**src/rtl/ctrl_fsm.sv**
```systemverilog
// Multi-cycle RV32I control unit: instruction decode, LOAD/STORE sequencing with a
// req/ack handshake and timeout, and flush-slot insertion. Optional perf counters: CTRL_PERF_EN.
module ctrl_fsm #(
    parameter int TIMEOUT = 16,
    parameter int TO_W    = 5
`ifdef CTRL_PERF_EN
    ,
    parameter int CNT_W   = 32
`endif
) (
    input  logic             clk,
    input  logic             rst,
    input  logic [4:0]       opcode,
    input  logic [2:0]       func3,
    input  logic [6:0]       func7,
    input  logic             b,
    input  logic             mem_ack,
    output logic [2:0]       imm_type,
    output logic             alu1_sel,
    output logic             alu2_sel,
    output logic [3:0]       alu_op,
    output logic [2:0]       cmp_op,
    output logic [1:0]       rd_sel,
    output logic [1:0]       pc_sel,
    output logic             mem_sel,
    output logic             reg_wr,
    output logic             we,
    output logic             mem_req,
    output logic             bus_err,
    output logic             nop,
    output logic [1:0]       state
`ifdef CTRL_PERF_EN
    ,
    output logic [CNT_W-1:0] cyc_cnt,
    output logic [CNT_W-1:0] ret_cnt,
    output logic [CNT_W-1:0] stall_cnt
`endif
);

    localparam logic [4:0] OPC_LOAD   = 5'b00000;
    localparam logic [4:0] OPC_OP_IMM = 5'b00100;
    localparam logic [4:0] OPC_STORE  = 5'b01000;
    localparam logic [4:0] OPC_OP     = 5'b01100;
    localparam logic [4:0] OPC_LUI    = 5'b01101;
    localparam logic [4:0] OPC_BRANCH = 5'b11000;
    localparam logic [4:0] OPC_JALR   = 5'b11001;
    localparam logic [4:0] OPC_JAL    = 5'b11011;

    localparam logic [2:0] IMM_I       = 3'd0;
    localparam logic [2:0] IMM_U       = 3'd1;
    localparam logic [2:0] IMM_J       = 3'd2;
    localparam logic [2:0] IMM_B       = 3'd3;
    localparam logic [2:0] IMM_S       = 3'd4;
    localparam logic [2:0] IMM_DEFAULT = 3'd5;

    localparam logic ALU1_RS  = 1'b0;
    localparam logic ALU1_PC  = 1'b1;
    localparam logic ALU2_IMM = 1'b0;
    localparam logic ALU2_RS  = 1'b1;

    localparam logic [3:0] ALU_ADD  = 4'd0;
    localparam logic [3:0] ALU_SUB  = 4'd1;
    localparam logic [3:0] ALU_SLL  = 4'd2;
    localparam logic [3:0] ALU_SLT  = 4'd3;
    localparam logic [3:0] ALU_SLTU = 4'd4;
    localparam logic [3:0] ALU_XOR  = 4'd5;
    localparam logic [3:0] ALU_SRL  = 4'd6;
    localparam logic [3:0] ALU_SRA  = 4'd7;
    localparam logic [3:0] ALU_OR   = 4'd8;
    localparam logic [3:0] ALU_AND  = 4'd9;

    localparam logic [2:0] CMP_EQ  = 3'd0;
    localparam logic [2:0] CMP_NE  = 3'd1;
    localparam logic [2:0] CMP_LT  = 3'd2;
    localparam logic [2:0] CMP_GE  = 3'd3;
    localparam logic [2:0] CMP_LTU = 3'd4;
    localparam logic [2:0] CMP_GEU = 3'd5;

    localparam logic [1:0] RD_ALU  = 2'd0;
    localparam logic [1:0] RD_IMM  = 2'd1;
    localparam logic [1:0] RD_PCP4 = 2'd2;
    localparam logic [1:0] RD_MEM  = 2'd3;

    localparam logic [1:0] PC_P4  = 2'd0;
    localparam logic [1:0] PC_ALU = 2'd1;
    localparam logic [1:0] PC_OLD = 2'd2;

    localparam logic MEM_PC  = 1'b0;
    localparam logic MEM_ALU = 1'b1;

    localparam logic [TO_W-1:0] TO_LAST = TO_W'(TIMEOUT - 1);

    typedef enum logic [1:0] {
        S_EXEC    = 2'd0,
        S_LD_WAIT = 2'd1,
        S_LD_WB   = 2'd2,
        S_ST_WAIT = 2'd3
    } state_t;

    state_t          r_state;
    state_t          w_state_nxt;
    logic            r_nop_q;
    logic            w_nop_nxt;
    logic [TO_W-1:0] r_to_cnt;
    logic [TO_W-1:0] w_to_nxt;
    logic            w_timeout;
    logic            w_is_op;
    logic            w_unused_func7;

    assign w_unused_func7 = &{1'b0, func7[6], func7[4:0]};
    assign w_is_op        = (opcode == OPC_OP) || (opcode == OPC_OP_IMM);
    assign w_timeout      = (r_to_cnt == TO_LAST) && !mem_ack;
    assign state          = r_state;

    always_comb begin
        imm_type = IMM_DEFAULT;
        alu1_sel = ALU1_RS;
        alu2_sel = ALU2_IMM;
        unique case (opcode)
            OPC_LOAD, OPC_OP_IMM, OPC_JALR: imm_type = IMM_I;
            OPC_LUI:    imm_type = IMM_U;
            OPC_STORE:  imm_type = IMM_S;
            OPC_JAL: begin
                imm_type = IMM_J;
                alu1_sel = ALU1_PC;
            end
            OPC_BRANCH: begin
                imm_type = IMM_B;
                alu1_sel = ALU1_PC;
            end
            OPC_OP:     alu2_sel = ALU2_RS;
            default: ;
        endcase
    end

    always_comb begin
        unique case (func3)
            3'b001:  cmp_op = CMP_NE;
            3'b100:  cmp_op = CMP_LT;
            3'b101:  cmp_op = CMP_GE;
            3'b110:  cmp_op = CMP_LTU;
            3'b111:  cmp_op = CMP_GEU;
            default: cmp_op = CMP_EQ;
        endcase
    end

    // SUB only exists for register-register ops; OP_IMM with func7[5] set is still ADDI.
    always_comb begin
        alu_op = ALU_ADD;
        if (w_is_op) begin
            unique case (func3)
                3'b000:  alu_op = (opcode == OPC_OP && func7[5]) ? ALU_SUB : ALU_ADD;
                3'b001:  alu_op = ALU_SLL;
                3'b010:  alu_op = ALU_SLT;
                3'b011:  alu_op = ALU_SLTU;
                3'b100:  alu_op = ALU_XOR;
                3'b101:  alu_op = func7[5] ? ALU_SRA : ALU_SRL;
                3'b110:  alu_op = ALU_OR;
                default: alu_op = ALU_AND;
            endcase
        end
    end

    always_ff @(posedge clk) begin
        if (rst) begin
            r_state  <= S_EXEC;
            r_nop_q  <= 1'b1;
            r_to_cnt <= '0;
        end else begin
            r_state  <= w_state_nxt;
            r_nop_q  <= w_nop_nxt;
            r_to_cnt <= w_to_nxt;
        end
    end

    always_comb begin
        w_state_nxt = r_state;
        w_nop_nxt   = 1'b0;
        w_to_nxt    = '0;
        reg_wr      = 1'b0;
        we          = 1'b0;
        mem_req     = 1'b0;
        bus_err     = 1'b0;
        nop         = 1'b0;
        pc_sel      = PC_P4;
        mem_sel     = MEM_PC;
        rd_sel      = (opcode == OPC_LUI) ? RD_IMM : RD_ALU;

        unique case (r_state)
            S_EXEC: begin
                if (r_nop_q) begin
                    nop = 1'b1;
                end else begin
                    unique case (opcode)
                        OPC_OP, OPC_OP_IMM, OPC_LUI: reg_wr = 1'b1;
                        OPC_JAL, OPC_JALR: begin
                            reg_wr    = 1'b1;
                            rd_sel    = RD_PCP4;
                            pc_sel    = PC_ALU;
                            w_nop_nxt = 1'b1;
                        end
                        OPC_BRANCH: begin
                            if (b) begin
                                pc_sel    = PC_ALU;
                                w_nop_nxt = 1'b1;
                            end
                        end
                        OPC_LOAD: begin
                            mem_req     = 1'b1;
                            mem_sel     = MEM_ALU;
                            pc_sel      = PC_OLD;
                            w_state_nxt = S_LD_WAIT;
                        end
                        OPC_STORE: begin
                            mem_req     = 1'b1;
                            we          = 1'b1;
                            mem_sel     = MEM_ALU;
                            pc_sel      = PC_OLD;
                            w_state_nxt = S_ST_WAIT;
                        end
                        default: nop = 1'b1;
                    endcase
                end
            end
            S_LD_WAIT: begin
                mem_req = 1'b1;
                mem_sel = MEM_ALU;
                pc_sel  = PC_OLD;
                if (mem_ack) begin
                    w_state_nxt = S_LD_WB;
                end else if (w_timeout) begin
                    bus_err     = 1'b1;
                    pc_sel      = PC_P4;
                    w_state_nxt = S_EXEC;
                    w_nop_nxt   = 1'b1;
                end else begin
                    w_to_nxt = r_to_cnt + 1'b1;
                end
            end
            S_LD_WB: begin
                reg_wr      = 1'b1;
                rd_sel      = RD_MEM;
                w_state_nxt = S_EXEC;
                w_nop_nxt   = 1'b1;
            end
            default: begin
                mem_req = 1'b1;
                we      = 1'b1;
                mem_sel = MEM_ALU;
                pc_sel  = PC_OLD;
                if (mem_ack || w_timeout) begin
                    bus_err     = !mem_ack;
                    pc_sel      = PC_P4;
                    w_state_nxt = S_EXEC;
                    w_nop_nxt   = 1'b1;
                end else begin
                    w_to_nxt = r_to_cnt + 1'b1;
                end
            end
        endcase

        // Reset must kill any side effect in the very cycle it is asserted.
        if (rst) begin
            reg_wr  = 1'b0;
            we      = 1'b0;
            mem_req = 1'b0;
            bus_err = 1'b0;
            pc_sel  = PC_P4;
        end
    end

`ifdef CTRL_PERF_EN
    logic             w_retire;
    logic             w_stall;
    logic [CNT_W-1:0] r_cyc_cnt;
    logic [CNT_W-1:0] r_ret_cnt;
    logic [CNT_W-1:0] r_stall_cnt;

    assign w_stall  = (r_state == S_LD_WAIT) || (r_state == S_ST_WAIT);
    assign w_retire = (r_state == S_LD_WB)
                   || (r_state == S_ST_WAIT && mem_ack)
                   || (r_state == S_EXEC && !r_nop_q &&
                       (w_is_op || opcode == OPC_LUI || opcode == OPC_JAL ||
                        opcode == OPC_JALR || opcode == OPC_BRANCH));

    always_ff @(posedge clk) begin
        if (rst) begin
            r_cyc_cnt   <= '0;
            r_ret_cnt   <= '0;
            r_stall_cnt <= '0;
        end else begin
            r_cyc_cnt <= r_cyc_cnt + 1'b1;
            if (w_retire)
                r_ret_cnt <= r_ret_cnt + 1'b1;
            if (w_stall)
                r_stall_cnt <= r_stall_cnt + 1'b1;
        end
    end

    assign cyc_cnt   = r_cyc_cnt;
    assign ret_cnt   = r_ret_cnt;
    assign stall_cnt = r_stall_cnt;
`endif

endmodule

```
**config.mk**
```make
export PLATFORM = sky130hd
export DESIGN_NAME = ctrl_fsm
export DESIGN_NICKNAME = d
export VERILOG_FILES = /design/src/rtl/ctrl_fsm.sv
export SDC_FILE = /design/constraint.sdc
export NUM_CORES = 1
export LEC_CHECK = 0
export ABC_AREA = 1
export ABC_CLOCK_PERIOD_IN_PS = 2000
export CORE_MARGIN = 8
export CORE_UTILIZATION = 41
export CTS_BUF_LIST = sky130_fd_sc_hd__clkbuf_8
export CTS_CLUSTER_SIZE = 14
export DETAILED_ROUTE_END_ITERATION = 8
export GPL_ROUTABILITY_DRIVEN = 0
export PLACE_DENSITY_LB_ADDON = 0.25
export SETUP_SLACK_MARGIN = 0.3
export SYNTH_ARGS = -nofsm -noshare
export SYNTH_HDL_FRONTEND = slang
export SYNTH_SLANG_ARGS = --single-unit
```
**constraint.sdc**
```tcl
create_clock -name clk -period 2 [get_ports clk]
set_clock_uncertainty 0.15 [all_clocks]
set_input_delay 0.3 -clock clk [delete_from_list [all_inputs] [get_ports clk]]
set_output_delay 0.3 -clock clk [all_outputs]
set_load 0.02 [all_outputs]
```
==> flow_summary.yaml, run 1 <==
outcome:
  status: "did not finish"
  haltStage: "global routing (5_1_grt)"
  tool.error: "[ERROR DPL-0038] Utilization greater than 100%, impossible to legalize"
yosys:
  synth_compound_area_frac: 0.145
  synth_edf_count: 0
  synthXorXnorAreaFrac: 0.0104
  avgSynthCellArea_sq_um: 5.98
  ys_warn_count: 0
  synthAdderAreaFrac: 0.0890
  synthFlopType: "dfxtp_1"
  ys_seq_area_frac: 0.190
  synth_mux_area_frac: 0
  synth_cells: 141
  async_flop_share: 0
  syn_area_sq_um: 843
  ys_ff_latch: 8
  yosysUniqueCellTypes: 26
  synth_top_family_by_area: "simple AND/OR/NAND/NOR gates"
  synth-simple-area-share: 0.427
  syn-num-nets: 166
floorplanning:
  chipWidth_microns: 61.4
  initial_utilization: 0.434
  num_rows: 16
  die_y_microns: 61.4
  ios: 43
clock_tree:
  ctsHoldBuffers: 0
  clock_sinks: 8
  clock_path_buffers: 2
  cts_inserted_buffers: 3
  clockRootBuffer: "clkbuf_8"
  h-tree-depth: 1
place:
  port-buffer-count: 36
  hpwl_mm: 2.48
sta:
  worstEndpointType: "primary output"
  postGrtWorstEndpoint: "pc_sel[0]"
global_routing:
  grt_max_degree: 7
what timing repair did:
| item | 4_1_cts |
|---|---|
| setup buffers | 18 |
| pin swaps | 23 |
| resized for setup | 177 |
| setup endpoints to repair | 26 |
synthesized netlist by cell type (2+ instances only):
cell,number,area share
a21oi_1,8,0.047
nor2_2,3,0.022
inv_2,4,0.018
nand3_1,6,0.036
o21ai_1,3,0.018
nor2_4,3,0.040
o21ai_2,2,0.021
nor2_1,23,0.10
dfxtp_1,8,0.19
inv_1,27,0.12
nor3_1,2,0.012
nand4_1,2,0.015
nand3_2,3,0.036
o21ai_0,4,0.024
nand2_1,26,0.12
nand3b_1,2,0.018
ha_1,6,0.089
per-stage QoR:
| step | util | setup TNS [ns] | cells | setup WS (ns) | area, sq um |
|---|---|---|---|---|---|
| after floorplan | - | 0 | 141 | 0.228 | 898 |
| after global placement | 0.774 | -8.82 | 232 | -0.553 | 1500 |
| after detailed placement | 0.774 | -9.71 | 232 | -0.604 | 1500 |
| after CTS | 0.948 | -0.0131 | 253 | -0.0131 | 1840 |
cell families after synthesis:
kind of cell	count (synthesis)
compound gates	21
xor+xnor	1
fa+ha+maj	6
buf+inv	31
flops	8
simple gates	74
==> inputs of run 2 (changes only) <==
Settings changed: CORE_AREA set to 8 8 69 71, CORE_MARGIN 8 to unset, CORE_UTILIZATION 41 to unset, CTS_BUF_LIST sky130_fd_sc_hd__clkbuf_8 to unset, CTS_CLUSTER_SIZE 14 to unset, DIE_AREA set to 0 0 77 79, PLACE_DENSITY_LB_ADDON 0.25 to 0.15, SETUP_SLACK_MARGIN 0.3 to unset.
==> run 2 against run 1 <==
Effect of this change: the run now ends clean; synthesized cell count stayed put; synthesized area is the same.
==> flow_summary.yaml, run 2 <==
layout:
  final_cell_mix: "buf_4, nand2_1, inv_1"
  diodes: 0
  fillers: 425
  multi_input_area_sq_um: 688
  final_nets: 249
  top_register: "r_to_cnt"
  drive_gt1_frac: 0.464
  largest_register_ffs: 5
  syn2layout_area_growth_pct: 101
  layout_commonest_cell: "buf_4"
  seqCellArea_sq_um: 164
clock_tree:
  clock_sinks: 8
  clockRootBuffer: "clkbuf_8"
  h-tree-depth: 1
  clock_path_buffers: 2
  cts_tree: "built"
  clk_pin_slew_ns: 0.05
  cts_inserted_buffers: 3
  clock_latency_ns: 0.23
route:
  via_per_inst: 4.24
  num_vias: 1152
  dr.pass1.iters: 4
  antenna_left: 0
  wirelength_mm: 3.05
  drt-initial-drc-count: 28
  drc: 0
  avgRoutedWirePerCell_microns: 11.2
sta:
  hold_viol: 0
  slew_violations: 0
  fin_crit_sh: 0.979
  slew_headroom: 0.805
  worst_slew_pin_slew_ns: 0.292
  finalSetupViolCount: 0
  finalWorstSetupSlack_ns: 0.0426
  rsz0062_at_grt: "yes"
  tns_ns: 0
  max_freq_mhz: 511
  timing.hold.ws_ns: 0.382
  period_needed_ns: 1.96
place:
  pre_cts_slack_ns: -0.599
  port-buffer-count: 36
  hpwl_mm: 2.43
yosys:
  synth_top_area_share: 0.190
  synthAdderAreaFrac: 0.0890
  synth-simple-area-share: 0.427
  yosysUniqueCellTypes: 26
  synth_common_cells: "inv_1, nand2_1, nor2_1, a21oi_1, dfxtp_1"
  synthXorXnorAreaFrac: 0.0104
  synth_mux_area_frac: 0
  ys_warn_count: 0
  avgSynthCellArea_sq_um: 5.98
  synth_compound_area_frac: 0.145
  synth_edf_count: 0
  yosys-top-cells-area: "dfxtp_1, inv_1, nand2_1, nor2_1, ha_1"
  syn_area_sq_um: 843
  ys_ff_latch: 8
  synth_top_family_by_area: "simple AND/OR/NAND/NOR gates"
  synthFlopType: "dfxtp_1"
  synth_top_cell_by_area: "dfxtp_1"
  ys_seq_area_frac: 0.190
  syn-num-nets: 166
  async_flop_share: 0
  synth_cells: 141
  yosysMostFrequentCell: "inv_1"
worst_setup_path:
  cp-end-kind: "primary output"
  cp-startpoint: "state[1]"
  worstPathArrival_ns: 1.51
  reg2regPathDepth: 13
  r2r_end: "r_nop_q"
  critPathLaunchType: "flop"
  required_ns: 1.55
  crit_fanout: 4
  rrSetupSlack_ns: 0.10
  path_class: "flop to primary output"
  r2r-start: "r_to_cnt[1]"
global_routing:
  grt_pass1_vias: 1217
  grt_overflow: 0
  antenna_found_initial: 0
  grt_pass1_wl_mm: 5.12
  grt_usage: 0.100
  grt_max_degree: 7
hold_path:
  whs_path_depth: 2
  worstHoldPathType: "flop to flop"
  hold_start: "r_to_cnt[0]"
  min_to: "r_to_cnt[0]"
floorplanning:
  die_y_microns: 79
  initial_utilization: 0.222
  ios: 43
  core_sq_mm: 0.00380
  chipWidth_microns: 77
  num_rows: 23
  die-area_sq_mm: 0.00608
pwr:
  power.static_leakage_nw: 0.886
  max-vdd-ir-drop_uv: 443
  power_density_mw_per_mm2: 494
job:
  cap_viol_max_count: 0
outcome:
  status: "complete, no violations"
run 2: cell counts after synthesis:
No cell type changed its count.
run 2: worst max path at each step:
stage / end / slack (ns) / cells after the start
global route: pc_sel[1] / -0.03 / 9
CTS: bus_err / 0.001 / 7
detailed placement: alu_op[0] / -0.60 / 7
global placement: pc_sel[1] / -0.54 / 7
floorplan: bus_err / 0.03 / 6
finish: pc_sel[1] / 0.04 / 9
run 2: what timing repair did:
item,4_1_cts,5_1_grt
hold buffers,0,0
pin swaps,6,8
gates cloned,0,0
buffers inserted,9,2
gates resized for setup,83,40
endpoints found under the setup margin,22,18
run 2: stage by stage:
stage | power (W) | std cells | utilization | instance area, sq um
5_1_grt | 0.000904 | 272 | 0.447 | 1700
3_3_place_gp | 0.000614 | 258 | 0.395 | 1500
2_1_floorplan | 0.000389 | 141 | - | 843
4_1_cts | 0.000803 | 270 | 0.417 | 1580
3_5_place_dp | 0.000614 | 258 | 0.395 | 1500
6_report | 0.000839 | 272 | 0.447 | 1700
run 2: critical path, cell delays in order, from the launching register on:
cell	delay, ns
dfxtp_1	0.31
inv_2	0.08
ha_4	0.15
inv_4	0.04
nor2_4	0.14
inv_2	0.06
nor2_4	0.12
inv_2	0.07
a31oi_4	0.16
buf_6	0.14
run 2: logic make-up after synthesis:
group | Yosys count
adder cells (fa/ha/maj) | 6
AND/OR/NAND/NOR | 74
buffers and inverters | 31
XOR/XNOR | 1
AO/OA/AOI/OAI | 21
flip-flops | 8
run 2: layout make-up:
cell class	count	area share
sequential	8	0.0966
clock buffer	3	0.0243
inverter	31	0.0715
timing repair buffer	78	0.365
tap	50	0.0369
multi-input combinational	102	0.406
run 2: report_power, final:
group	switching (W)	internal, W
Clock	0.0000708	0.000131
Combinational	0.000244	0.000215
Sequential	0.00000861	0.000170
run 2: layer usage:
layer  track usage  vias to the layer above  wire length (microns)
met2         0.184                       30                   1450
met4        0.0264                        0                     36
met1         0.110                      507                   1390
li1              -                      611                      -
met5             0                        -                      0
met3        0.0293                        4                    172
(Power assumes the default switching activity.)
==> inputs of run 3 (changes only) <==
Settings changed: REMOVE_ABC_BUFFERS set to 1, TNS_END_PERCENT set to 1.
==> run 3 against run 2 <==
Effect of this change: the run now ends with negative setup slack left; critical path depth down 1; core utilization down 3.8 points; sequential share of layout area up 0.90 points; first-iteration DRC count down 54%; register-to-register slack better by 0.29 ns; cell area down 8.6%; via count down 2.9%; largest cell class unchanged.
==> flow_summary.yaml, run 3 (same netlist as run 2, synthesis figures left out) <==
sta:
  finalWorstSetupSlack_ns: -0.0322
  tns_ns: -0.0387
  timing.hold.ws_ns: 0.384
  max_freq_mhz: 492
  hold_viol: 0
  slew_headroom: 0.832
  finalSetupViolCount: 2
  rsz0062_at_grt: "yes"
  fin_crit_sh: 1.02
  slew_violations: 0
  worst_slew_pin_slew_ns: 0.253
  period_needed_ns: 2.03
global_routing:
  grtUsageMet3: 0.0260
  grt_pass1_vias: 1166
  grt_pass1_wl_mm: 4.94
  grt_max_degree: 7
  grt_usage: 0.0962
  use_met1: 0.107
  antenna_found_initial: 0
  grt_overflow: 0
  use_met2: 0.171
  grt.busiest_layer: "met2"
pwr:
  internal_power_w: 0.000495
  power_density_mw_per_mm2: 513
  finalPower_w: 0.000797
  power_frac_comb: 0.526
  clock_power_share: 0.252
  p_seq_frac: 0.222
  p_sw_frac: 0.379
  p_switching_w: 0.000302
  max-vdd-ir-drop_uv: 340
  power.static_leakage_nw: 0.807
route:
  dr.pass1.iters: 4
  wirelength_mm: 2.97
  via_per_inst: 4.25
  num_vias: 1119
  avgRoutedWirePerCell_microns: 11.3
  drc: 0
  drt-initial-drc-count: 13
  antenna_left: 0
worst_setup_path:
  required_ns: 1.55
  slowest_delay_ns: 0.34
  cp-end-kind: "primary output"
  crit_family: "flip-flops"
  cpMostUsedCell: "nor2_2"
  worstPathArrival_ns: 1.58
  cpMaxStageDelayCell: "dfxtp_2"
  crit_fanout: 2
  critPathLaunchType: "flop"
  worstPathCellList: "ha_4 > nand2_2 > nor2_2 > ha_2 > nor2_2 > o21ai_1 > a31oi_2 > buf_4"
  path_class: "flop to primary output"
  worst-path-buf-inv: 1
clock_tree:
  cts_tree: "built"
  clock_sinks: 8
  clock_path_buffers: 2
  h-tree-depth: 1
  clk_pin_slew_ns: 0.04
  ctsHoldBuffers: 0
  clock_latency_ns: 0.23
  cts_inserted_buffers: 3
  clockRootBuffer: "clkbuf_8"
job:
  cap_viol_max_count: 0
floorplanning:
  core_sq_mm: 0.00380
  initial_utilization: 0.222
  die_y_microns: 79
  chipWidth_microns: 77
  num_rows: 23
  ios: 43
  die-area_sq_mm: 0.00608
layout:
  top_register: "r_to_cnt"
  final_cell_mix: "buf_4, nand2_1, inv_1"
  final_nets: 240
  stdcell_count: 263
  diodes: 0
  syn2layout_area_growth_pct: 84.0
  final_util: 0.408
  layout_commonest_cell: "buf_4"
  drive_gt1_frac: 0.418
  fillers: 436
  largest_register_ffs: 5
place:
  hpwl_mm: 2.43
  placed_cells: 258
  port-buffer-count: 36
hold_path:
  worstHoldPathType: "flop to flop"
outcome:
  violations: "negative setup slack"
  status: "complete, but fails checks"
-- run 3: cell types whose count changed in the layout (fill, tap and decap cells not counted), sizes merged --
| cell | change |
|---|---|
| clkdlybuf4s50 | +2 |
| buf | -8 |
| clkbuf | -1 |
| dlymetal6s2s | -2 |
| clkdlybuf4s15 | +1 |
| dlygate4sd2 | -1 |
-- run 3: final timing paths --
path / depth (start not counted) / startpoint / slack (ns) / to
worst max-delay path: 8 / r_to_cnt[0] / -0.03 / pc_sel[1]
worst min-delay path: 2 / r_to_cnt[0] / 0.38 / r_to_cnt[0]
worst max register to register: 12 / r_to_cnt[0] / 0.39 / r_nop_q
worst min register to register: 2 / r_to_cnt[0] / 0.38 / r_to_cnt[0]
-- run 3: layout make-up --
class / count / area [sq um] / area share
Clock buffer: 3 / 41.3 / 0.0266
Timing Repair Buffer: 69 / 551 / 0.355
Inverter: 31 / 116 / 0.0750
Tap cell: 50 / 62.6 / 0.0403
Multi-Input combinational cell: 102 / 617 / 0.398
Sequential cell: 8 / 164 / 0.106
-- run 3: metal layers --
layer	up-vias	routed length [microns]
met5	-	0
met2	31	1440
met3	4	180
met1	494	1310
li1	590	-
met4	0	37
-- run 3: stage by stage --
step                worst slack (ns)  instance area, sq um
floorplan                     0.0326                   843
global placement              -0.544                  1500
detailed placement            -0.599                  1500
CTS                           -0.172                  1510
global route                  -0.145                  1550
finish                       -0.0322                  1550
-- run 3: worst register-to-register path: cells and delay by family, from the launching register on --
family / cells / cell delay [ns]
flip-flops: 1 / 0.34
AND/OR/NAND/NOR: 8 / 0.55
buffers and inverters: 2 / 0.19
adder cells (fa/ha/maj): 2 / 0.34
-- run 3: power by group through the flow --
stage | registers (W) | logic (W) | clock network (W)
2_1_floorplan | 0.000188 | 0.000201 | 0
3_3_place_gp | 0.000180 | 0.000434 | 0
3_5_place_dp | 0.000180 | 0.000434 | 0
4_1_cts | 0.000177 | 0.000414 | 0.000204
5_1_grt | 0.000178 | 0.000467 | 0.000215
6_report | 0.000177 | 0.000419 | 0.000201
-- run 3: what timing repair did --
item | 4_1_cts | 5_1_grt
gates resized for setup | 70 | 31
buffers inserted | 2 | 0
gates cloned | 0 | 0
pin swaps | 1 | 7
endpoints found under the hold margin | 0 | 0
setup endpoints to repair | 22 | 16
==> inputs of run 4 (changes only) <==
Settings changed: ABC_CLOCK_PERIOD_IN_PS 2000 to 1700, CTS_CLUSTER_SIZE set to 25, MAX_ROUTING_LAYER set to met4.
Clock period 2 ns to 1.7 ns, I/O delays scaled along.
==> run 4 against run 3 <==
Effect of this change: the run still ends with negative setup slack left; sequential share of layout area fell by 0.75 points; clock-buffer cell count did not move; non-clock buffer count rose by 2; highest routed layer unchanged; clock power rose by 17%.
==> flow_summary.yaml, run 4 (same netlist as run 2, synthesis figures left out) <==
layout:
  multi_input_area_sq_um: 713
  largest_register_ffs: 5
  post-route-cell-area_sq_mm: 0.00168
  stdcell_count: 265
  seqCellArea_sq_um: 165
  fillers: 427
  final_cell_mix: "buf_4, nand2_1, inv_1"
  drive_gt1_frac: 0.507
  top_register: "r_to_cnt"
  layout_commonest_cell: "buf_4"
  syn2layout_area_growth_pct: 99.6
  diodes: 0
  final_nets: 242
place:
  dpl-instance-area_sq_mm: 0.00150
  placed_cells: 258
  hpwl_mm: 2.42
  pre_cts_slack_ns: -0.800
  port-buffer-count: 36
route:
  antenna_left: 0
  num_vias: 1132
  wirelength_mm: 3.08
  dr.pass1.iters: 4
  drc: 0
  via_per_inst: 4.27
  avgRoutedWirePerCell_microns: 11.6
  drt-initial-drc-count: 39
sta:
  period_needed_ns: 1.92
  hold_viol: 0
  finalSetupViolCount: 11
  worst_slew_pin_slew_ns: 0.255
  slew_violations: 0
  finalWorstSetupSlack_ns: -0.218
  rsz0062_at_grt: "yes"
  timing.hold.ws_ns: 0.367
  max_freq_mhz: 521
  slew_headroom: 0.829
  fin_crit_sh: 1.13
worst_setup_path:
  worstPathArrival_ns: 1.51
  rrSetupSlack_ns: 0.09
  required_ns: 1.29
  r2r_end: "state[1]"
  cp-end-kind: "primary output"
  r2r-start: "r_to_cnt[1]"
  slowest_delay_ns: 0.34
  reg2regPathDepth: 10
  cpMaxStageDelayCell: "dfxtp_2"
  crit_fanout: 2
  critPathLaunchType: "flop"
  worstPathCellList: "ha_4 > nand2_4 > nor2_4 > ha_4 > nor2_4 > o21ai_2 > a31oi_2 > buf_4"
  path_class: "flop to primary output"
global_routing:
  antenna_found_initial: 0
  grt_pass1_vias: 1152
  grt_usage: 0.0988
  grt_pass1_wl_mm: 5.02
  grt_max_degree: 7
  grt_overflow: 0
hold_path:
  min_to: "r_to_cnt[0]"
  whs_path_depth: 2
  hold_start: "r_to_cnt[0]"
  worstHoldPathType: "flop to flop"
job:
  cap_viol_max_count: 0
floorplanning:
  core_sq_mm: 0.00380
  initial_utilization: 0.222
  die_y_microns: 79
  num_rows: 23
  chipWidth_microns: 77
  die-area_sq_mm: 0.00608
  ios: 43
outcome:
  status: "complete, but fails checks"
  violations: "negative setup slack"
clock_tree:
  cts_inserted_buffers: 3
  cts_tree: "built"
  ctsHoldBuffers: 0
  clock_latency_ns: 0.23
  clk_pin_slew_ns: 0.04
  h-tree-depth: 1
  clockRootBuffer: "clkbuf_8"
  clock_sinks: 8
  clock_path_buffers: 2
pwr:
  power_density_mw_per_mm2: 610
  power.static_leakage_nw: 0.878
  max-vdd-ir-drop_uv: 576
run 4: area by class of cell:
| class | instances | area share |
|---|---|---|
| well taps | 50 | 0.0372 |
| clock buffers | 3 | 0.0245 |
| flip-flops and latches | 8 | 0.0981 |
| repair buffers | 71 | 0.344 |
| inverters | 31 | 0.0721 |
| multi-input cells | 102 | 0.424 |
run 4: power breakdown:
part	total (W)	internal (W)	switching, W
sequential	0.000209	0.000201	0.00000832
combinational	0.000581	0.000278	0.000303
clock	0.000236	0.000154	0.0000816
run 4: routing by layer:
layer / GRT usage / vias to the layer above / wire (microns)
met1: 0.117 / 504 / 1390
li1: - / 594 / -
met3: 0.0214 / 4 / 167
met2: 0.164 / 30 / 1500
met5: - / - / 0
met4: 0.0321 / 0 / 28
run 4: timing repair:
action / 4_1_cts / 5_1_grt
gates resized for setup: 118 / 39
pin swaps: 7 / 8
setup buffers: 3 / 1
setup endpoints to repair: 23 / 22
run 4: worst max-delay path by stage:
stage	startpoint	to	slack [ns]	cells after the start
floorplan	r_to_cnt[0]	bus_err	-0.22	6
global placement	opcode[0]	pc_sel[1]	-0.76	7
detailed placement	opcode[4]	nop	-0.80	8
CTS	r_to_cnt[0]	pc_sel[1]	-0.28	8
global route	r_to_cnt[1]	pc_sel[1]	-0.30	8
finish	r_to_cnt[1]	pc_sel[1]	-0.22	8
run 4: critical path: cells and delay by family (launching register included):
kind                       cells  cell delay (ns)
and+or+nand+nor                3             0.21
adders and majority gates      2             0.32
buffers and inverters          1             0.16
DFF                            1             0.34
AOI/OAI and AO/OA              2             0.24
run 4: metrics by stage:
| step | utilization | power [W] | TNS (ns) |
|---|---|---|---|
| 6_report | 0.443 | 0.00103 | -1.08 |
| 5_1_grt | 0.443 | 0.00110 | -2.10 |
| 4_1_cts | 0.413 | 0.00100 | -1.70 |
| 3_5_place_dp | 0.395 | 0.000744 | -14.39 |
| 3_3_place_gp | 0.395 | 0.000744 | -13.97 |
| 2_1_floorplan | - | 0.000458 | -0.858 |
